$ cat config.mk
export PLATFORM = sky130hd
export DESIGN_NAME = branch_update_queue_flat
export DESIGN_NICKNAME = d
export VERILOG_FILES = /design/src/rtl/branch_update_queue_if.sv /design/src/rtl/branch_update_queue.sv /design/src/flat_wrapper.sv
export SDC_FILE = /design/constraint.sdc
export NUM_CORES = 1
export LEC_CHECK = 0
export CORE_MARGIN = 2
export CORE_UTILIZATION = 57
export CTS_BUF_LIST = sky130_fd_sc_hd__clkbuf_16
export DETAILED_ROUTE_END_ITERATION = 12
export PLACE_DENSITY = 0.78
export REMOVE_ABC_BUFFERS = 1
export SLEW_MARGIN = 10
export SYNTH_ARGS = -nofsm -noshare
export SYNTH_HDL_FRONTEND = slang
export SYNTH_SLANG_ARGS = --single-unit
$ cat constraint.sdc
create_clock -name clk -period 6.9 [get_ports clk]
set_input_delay 1.38 -clock clk [delete_from_list [all_inputs] [get_ports clk]]
set_output_delay 1.38 -clock clk [all_outputs]
set_load 0.02 [all_outputs]
$ cat src/rtl/branch_update_queue_if.sv
// Branch update queue interface.
// Carries the execute-side offer channel, the drain controls, and the BTB
// update channel. The queue connects through the slave modport; the
// execute/BTB side (or a bench) connects through the master modport.
`timescale 1ns/1ps

interface branch_update_queue_if #(
  parameter int DEPTH = 8
);
  localparam int CW = $clog2(DEPTH) + 1;

  // Offer channel from execute
  logic          wr_valid;
  logic [31:0]   wr_pc;
  logic [31:0]   wr_target;
  logic [1:0]    wr_type;
  logic          wr_taken;
  logic          wr_ready;

  // Drain controls
  logic          drain_hold;
  logic          flush;

  // BTB update channel
  logic          update_en;
  logic [31:0]   update_pc;
  logic [31:0]   update_BTA;
  logic [1:0]    update_type;
  logic [CW-1:0] occupancy;

  modport master (
    output wr_valid, wr_pc, wr_target, wr_type, wr_taken,
    output drain_hold, flush,
    input  wr_ready,
    input  update_en, update_pc, update_BTA, update_type, occupancy
  );

  modport slave (
    input  wr_valid, wr_pc, wr_target, wr_type, wr_taken,
    input  drain_hold, flush,
    output wr_ready,
    output update_en, update_pc, update_BTA, update_type, occupancy
  );
endinterface

$ cat src/rtl/branch_update_queue.sv
// Branch update queue.
// Circular FIFO buffering taken branches resolved in execute until they can
// be written into the BTB. The head entry is presented every cycle the queue
// is non-empty and not held or flushed; the BTB always accepts, so every
// strobe is a pop. Not-taken offers are accepted and dropped.
//
// Optional feature: define BRANCH_UPDATE_QUEUE_COALESCE_EN to let a taken
// offer whose PC matches the newest entry overwrite that entry's target and
// type in place instead of allocating a new slot.
`timescale 1ns/1ps

module branch_update_queue #(
  parameter int DEPTH = 8
) (
  input  logic                 clk,
  input  logic                 resetn,
  branch_update_queue_if.slave bus
);

  localparam int AW = $clog2(DEPTH);
  localparam int CW = AW + 1;
  localparam logic [CW-1:0] FULL_COUNT = CW'(DEPTH);

  typedef logic [AW-1:0] ptr_t;

  // Entry storage
  logic [31:0] pc_mem   [DEPTH];
  logic [31:0] tgt_mem  [DEPTH];
  logic [1:0]  type_mem [DEPTH];

  // Queue control state
  ptr_t          head_q;
  ptr_t          tail_q;
  logic [CW-1:0] count_q;

  logic not_empty;
  logic accept;
  logic take;
  logic pop;
  logic push;
  logic coalesce;

  // Ready depends only on registered count, so a same-cycle pop never
  // opens a slot for the current offer.
  assign bus.wr_ready = (count_q != FULL_COUNT);
  assign not_empty    = (count_q != '0);
  assign accept       = bus.wr_valid && bus.wr_ready;

  // Flush wins over any same-cycle offer and suppresses the drain.
  assign take = accept && bus.wr_taken && !bus.flush;
  assign pop  = not_empty && !bus.drain_hold && !bus.flush;

`ifdef BRANCH_UPDATE_QUEUE_COALESCE_EN
  ptr_t newest_idx;

  assign newest_idx = tail_q - ptr_t'(1);

  // Merge into the newest entry when it is for the same branch, unless that
  // entry is the only one and is leaving this cycle.
  assign coalesce = take && not_empty
                 && (pc_mem[newest_idx] == bus.wr_pc)
                 && !((count_q == CW'(1)) && pop);
`else
  assign coalesce = 1'b0;
`endif

  assign push = take && !coalesce;

  // Head entry presentation; zeros whenever the queue is empty.
  assign bus.update_en   = pop;
  assign bus.update_pc   = not_empty ? pc_mem[head_q]   : '0;
  assign bus.update_BTA  = not_empty ? tgt_mem[head_q]  : '0;
  assign bus.update_type = not_empty ? type_mem[head_q] : '0;
  assign bus.occupancy   = count_q;

  // Entry storage write: allocate at tail, or merge into the newest entry.
  // NOTE: storage has no reset; validity is tracked by count/pointers only,
  // so clearing the array would cost reset fan-out for no functional gain.
  always_ff @(posedge clk) begin
    if (push) begin
      pc_mem[tail_q]   <= bus.wr_pc;
      tgt_mem[tail_q]  <= bus.wr_target;
      type_mem[tail_q] <= bus.wr_type;
    end
`ifdef BRANCH_UPDATE_QUEUE_COALESCE_EN
    else if (coalesce) begin
      tgt_mem[newest_idx]  <= bus.wr_target;
      type_mem[newest_idx] <= bus.wr_type;
    end
`endif
  end

  // Pointer and count update; pointers wrap naturally at the power-of-two depth.
  // NOTE: all state here uses non-blocking assignments so every register
  // samples pre-edge values regardless of statement order.
  always_ff @(posedge clk or negedge resetn) begin
    if (!resetn) begin
      head_q  <= '0;
      tail_q  <= '0;
      count_q <= '0;
    end else if (bus.flush) begin
      head_q  <= '0;
      tail_q  <= '0;
      count_q <= '0;
    end else begin
      if (pop)  head_q <= head_q + ptr_t'(1);
      if (push) tail_q <= tail_q + ptr_t'(1);
      unique case ({push, pop})
        2'b10:   count_q <= count_q + CW'(1);
        2'b01:   count_q <= count_q - CW'(1);
        default: count_q <= count_q;
      endcase
    end
  end

endmodule

$ cat src/flat_wrapper.sv
// flat-port wrapper written by rule: the top's interface ports become plain ports
module branch_update_queue_flat 
#(
  parameter int DEPTH = 8
)
  (clk, resetn, bus_wr_valid, bus_wr_pc, bus_wr_target, bus_wr_type, bus_wr_taken, bus_drain_hold, bus_flush, bus_wr_ready, bus_update_en, bus_update_pc, bus_update_BTA, bus_update_type, bus_occupancy);
  branch_update_queue_if #(.DEPTH(DEPTH)) bus_i ();
  input  logic clk;
  input  logic resetn;
  input wire logic [$bits(bus_i.wr_valid)-1:0] bus_wr_valid;
  input wire logic [$bits(bus_i.wr_pc)-1:0] bus_wr_pc;
  input wire logic [$bits(bus_i.wr_target)-1:0] bus_wr_target;
  input wire logic [$bits(bus_i.wr_type)-1:0] bus_wr_type;
  input wire logic [$bits(bus_i.wr_taken)-1:0] bus_wr_taken;
  input wire logic [$bits(bus_i.drain_hold)-1:0] bus_drain_hold;
  input wire logic [$bits(bus_i.flush)-1:0] bus_flush;
  output wire logic [$bits(bus_i.wr_ready)-1:0] bus_wr_ready;
  output wire logic [$bits(bus_i.update_en)-1:0] bus_update_en;
  output wire logic [$bits(bus_i.update_pc)-1:0] bus_update_pc;
  output wire logic [$bits(bus_i.update_BTA)-1:0] bus_update_BTA;
  output wire logic [$bits(bus_i.update_type)-1:0] bus_update_type;
  output wire logic [$bits(bus_i.occupancy)-1:0] bus_occupancy;
  assign bus_i.wr_valid = bus_wr_valid;
  assign bus_i.wr_pc = bus_wr_pc;
  assign bus_i.wr_target = bus_wr_target;
  assign bus_i.wr_type = bus_wr_type;
  assign bus_i.wr_taken = bus_wr_taken;
  assign bus_i.drain_hold = bus_drain_hold;
  assign bus_i.flush = bus_flush;
  assign bus_wr_ready = bus_i.wr_ready;
  assign bus_update_en = bus_i.update_en;
  assign bus_update_pc = bus_i.update_pc;
  assign bus_update_BTA = bus_i.update_BTA;
  assign bus_update_type = bus_i.update_type;
  assign bus_occupancy = bus_i.occupancy;
  branch_update_queue #(.DEPTH(DEPTH)) u_core (.clk(clk), .resetn(resetn), .bus(bus_i));
endmodule
* Word level (Yosys, flattened, before mapping) *
Memories as Yosys holds them, arrays and structs flattened.
Cells that the tools add are included.

word-level totals
  register bits = 10
  memory bits (writable) = 528
  bits of input ports = 72
  output and inout port bits = 72
  word-level logic and storage cells = 35
  memories = 3

memory list
  memory           words  width  read ports  clocked after Yosys merged registers in  wr ports  RTL line                   RTL
  u_core.pc_mem    8      32     1           0                                        1         branch_update_queue.sv:27  logic [31:0] pc_mem [DEPTH];
  u_core.tgt_mem   8      32     1           0                                        1         branch_update_queue.sv:28  logic [31:0] tgt_mem [DEPTH];
  u_core.type_mem  8      2      1           0                                        1         branch_update_queue.sv:29  logic [1:0] type_mem [DEPTH];

operators by class
  add/sub/neg operators = 4
  eq/ne operators = 3
  mux-type cells = 11
  reduce and logical (&&, ||, !) cells = 11

operators by type and width
  operator             count
  $mux 32              2
  $mux 3               4
  $pmux 4 s2           1
  $add 3x1->3 const B  2
  $logic_and 1x1->1    5
  $add 4x1->4 const B  1
  $mux 4               1
  $ne 4x4->1 const B   1
  $reduce_bool 2->1    2
  $reduce_bool 4->1    1
  $sub 4x1->4 const B  1
  $reduce_bool 3->1    1
  $eq 2x1->1 const B   1
  $eq 2x2->1 const B   1
  $logic_not 1->1      2
  $mux 1               2
  $mux 2               1

* Logic depth before layout (Yosys ltp) *
  depth in word-level cells = 7
  depth in mapped cells = 9
  depth with buffers taken out = 8

* Worst setup path before layout *
OpenSTA, ideal clock, no wires.

  path kind = in2reg
  start point = input bus_flush
  end point = memory u_core.pc_mem[0][0], enable pin
  setup time = 571 ps
  arrival time = 6615 ps
  required time = 6329 ps
  slack = -286 ps
  stages on the path = 3
  path buffers = 1
  cells stage by stage = clkbuf_1 > or4_1 > nor3_1

on the way
  cells in the longest elaborated chain, start to end = 4

ends and longest elaborated chain
  what                          RTL line                   RTL
  start: declaration            flat_wrapper.sv:16         input wire logic [$bits(bus_i.flush)-1:0] bus_flush;
  $logic_not 1->1               branch_update_queue.sv:50  assign take = accept && bus.wr_taken && !bus.flush;
  $logic_and 1x1->1             branch_update_queue.sv:50
  $mux 1                        branch_update_queue.sv:80  if (push) begin
  $mux 1 (implied by the code)  branch_update_queue.sv:81  pc_mem[tail_q] <= bus.wr_pc;
  end: declaration              branch_update_queue.sv:27

No other way between the ends.

* Final worst setup path *
  start point = register u_core.head_q[0]
  end point = output bus_update_BTA[5]

on the way
  cells in the longest elaborated chain, start to end = 2

ends and longest elaborated chain
  what                      RTL line                    RTL
  start: declaration        branch_update_queue.sv:32   ptr_t head_q;
  start signal: assignment  branch_update_queue.sv:106  if (pop) head_q <= head_q + ptr_t'(1);
  $mem_v2 8x32              --
  $mux 32                   branch_update_queue.sv:72   assign bus.update_BTA = not_empty ? tgt_mem[head_q] : '0;
  end: declaration          flat_wrapper.sv:20          output wire logic [$bits(bus_i.update_BTA)-1:0] bus_update_BTA;

No other way between the ends.

==> impl_metrics.tcl <==
set metrics [dict create \
    status "finished, final reports clean" \
    gr-usage-all-layers_pct 22.06 \
    drive_above_1_share_pct 20.97 \
    layout_commonest_cell "edfxtp_1" \
    initial_utilization_pct 58.08 \
    synth_top_family_by_area "multiplexers" \
    ir_drop_uv 325.6 \
    grt_setup_unrepaired "no" \
    synthAdderAreaFrac_pct 0.2417 \
    critPathMaxFanout 36 \
    cts_resized 0 \
    antenna_found_initial 6 \
    synth.distinct_cells 40 \
    areaGrowthSynthToFinish_pct 17.38 \
    yosysSeqAreaShare_pct 77.77 \
    wl_per_cell_um 25.38 \
    hpwl_um 22260 \
    vias 9658 \
    p_per_area_nw_per_um2 357.5 \
    cts_max_path_buffers 3 \
    reg2regPathDepth 4 \
    chipWidth_um 194.6 \
    hold_end "u_core.tail_q[0]" \
    layout_common_cells "edfxtp_1, clkdlybuf4s50_1, mux4_2" \
    rrSetupSlack_ps 3770 \
    startpoint_type "flip-flop" \
    placeableCoreArea_um2 35660 \
    min-delay-start "u_core.tail_q[0]" \
    layoutNonFillerInstCount 1595 \
    die_area_um2 37870 \
    die_h_um 194.6 \
    finalSetupViolations 0 \
    p_leak_nw 7.445 \
    clock-root-buffer "clkbuf_16" \
    worstMarginPinSlew_ps 1147 \
    period_minus_slack_ps 4973 \
    cp_data_arrival_time_ps 3590 \
    drc_errors 0 \
    cts_buffers 50 \
    whs_path_depth 2 \
    cp.required_ps 5520 \
    syn_inst 925 \
    cts_htree_levels 2 \
    slew_viol_final 0 \
    synth_seq_cells 538 \
    grt_pass1_wl_um 62250 \
    worstSetupEndpointType "output port" \
    viasPerCell 6.055 \
    nets 1168 \
    cts_tree "built" \
    grt_remaining_overflow 0 \
    rr_endpoint "u_core.pc_mem[4][16]" \
    clock_sinks 538 \
    fillers 2210 \
    grt_max_degree 65 \
    path_clk_slew_ps 60 \
    dp_cells 1501 \
    maxSlewHeadroom_pct 23.32 \
    routed_wl_um 40480 \
    first_iter_violations 768 \
    crit_type "reg -> out" \
    grt_pass1_vias 10100 \
    ys_warn_count 0 \
    cts_setup_buffers 0 \
    pin_count 144 \
    fin_crit_sh_pct 72.07 \
    synth-compound-area-share_pct 0.6344 \
    holdBufCountCts 0 \
    synthXorXnorAreaFrac_pct 0.2115 \
    fmax_mhz 201.1 \
    io_buffers 143 \
    rr_startpoint "u_core.bus.occupancy[1]" \
    power_w 0.008689 \
    finalHoldViolCount 0 \
    ant_nets 0 \
    firstDrtPassIters 5 \
    synth.avg_cell_area_um2 22.39 \
    worstHoldPathType "reg -> reg" \
    finClkSkew_ps 24.99 \
    row_count 69 \
    clock_latency_ps 560 \
    synthSimpleGateAreaFrac_pct 2.411 \
    gp_congestion 0.7430 \
    netlist_area_um2 20710 \
    muxShareOfSynthArea_pct 17.64 \
    drv_cap 0 \
]
==> cell type report <==
type | count | area, µm² | area share, %
clock buffer | 50 | 1251 | 5.147
antenna | 4 | 10.01 | 0.04118
multi-input combinational | 335 | 4442 | 18.27
timing repair buffer | 164 | 1652 | 6.795
tap | 461 | 576.8 | 2.373
clock inverter | 40 | 247.7 | 1.019
sequential | 538 | 16120 | 66.30
inverter | 3 | 11.26 | 0.04633
==> cell usage after synthesis <==
cell type / n / area [µm²]
or4bb_1: 1 / 11.26
xor2_1: 1 / 8.760
nand2_1: 5 / 18.77
xnor2_1: 4 / 35.03
buf_6: 1 / 11.26
or3_1: 1 / 6.260
nand4_1: 2 / 12.51
nor2_1: 80 / 300.3
edfxtp_1: 528 / 15860
nand3_1: 3 / 15.01
ha_1: 4 / 50.05
a211o_1: 1 / 8.760
and3b_1: 1 / 8.760
a311o_1: 1 / 10.01
mux2i_1: 68 / 680.7
o21ai_0: 1 / 5.000
nor3b_1: 1 / 7.510
inv_2: 1 / 3.750
a31oi_1: 1 / 6.260
o2111ai_1: 1 / 8.760
a21oi_1: 5 / 25.02
nand3b_1: 1 / 7.510
clkbuf_1: 25 / 93.84
nand2b_1: 3 / 18.77
o21ai_1: 1 / 5.000
nor4b_4: 1 / 23.77
buf_1: 5 / 18.77
inv_1: 2 / 7.510
or4_4: 1 / 11.26
o211ai_2: 1 / 12.51
buf_2: 18 / 90.09
mux4_2: 132 / 2973
nor4_2: 1 / 12.51
a311oi_2: 1 / 15.01
o211ai_1: 2 / 15.01
a211oi_2: 1 / 12.51
a21boi_1: 1 / 7.510
nor3_1: 6 / 30.03
or4_1: 2 / 15.01
dfrtp_1: 10 / 250.2
==> sequential cells by signal (all words and copies together), names as in the netlist <==
name / count
u_core.pc_mem: 256
u_core.tgt_mem: 256
u_core.type_mem: 16
u_core.bus.occupancy: 4
u_core.head_q: 3
u_core.tail_q: 3
==> power breakdown <==
part | switching (W) | internal (W)
Clock | 0.00111 | 0.00139
Sequential | 0.000128 | 0.00365
Combinational | 0.00122 | 0.00119
Total | 0.00246 | 0.00623
==> worst max-delay path by stage <==
stage | start | endpoint | cells after the start
after floorplan | u_core.head_q[0] | bus_update_BTA[0] | 3
after global placement | bus_flush | u_core.tgt_mem[4][27] | 4
after detailed placement | bus_flush | u_core.tgt_mem[6][11] | 4
after CTS | u_core.head_q[0] | bus_update_BTA[5] | 5
after global routing | u_core.head_q[0] | bus_update_BTA[7] | 5
final | u_core.head_q[0] | bus_update_BTA[5] | 5
==> routing by layer <==
layer / track usage [%] / routed length, µm / vias to the layer above
li1: - / - / 4200
met1: 31.59 / 16870 / 5063
met2: 35.98 / 20340 / 345
met3: 3.974 / 2602 / 46
met4: 5.499 / 643 / 4
met5: 0 / 28 / -
==> logic make-up (layout without fill, tap and decap cells) <==
logic type                 after synthesis  in the layout
DFF                                    538            538
AOI/OAI and AO/OA                       17             17
other                                    0              4
muxes                                  200            200
adders and majority gates                4              4
and+or+nand+nor                        109            109
xor gates and xnor gates                 5              5
buffers and inverters                   52            257
==> stage by stage <==
stage	hold WS (ps)	util (%)	setup TNS [ps]	cell area (µm²)	setup WS, ps
finish	620.1	68.17	0	24310	1927
global route	641.4	68.16	0	24300	1620
CTS	625.5	68.14	0	24300	1785
detailed placement	613.5	63.94	0	22800	2272
global placement	593.4	63.94	0	22800	2311
floorplan	551.9	-	-63450	20490	-654.9
==> critical path: stages, from the launching register on <==
cell             delay (ps)
dfrtp_4                 890
buf_4                   640
mux4_2                  590
mux2i_1                 260
nor2_1                   90
clkdlybuf4s50_1         550
(Power assumes the default switching activity.)
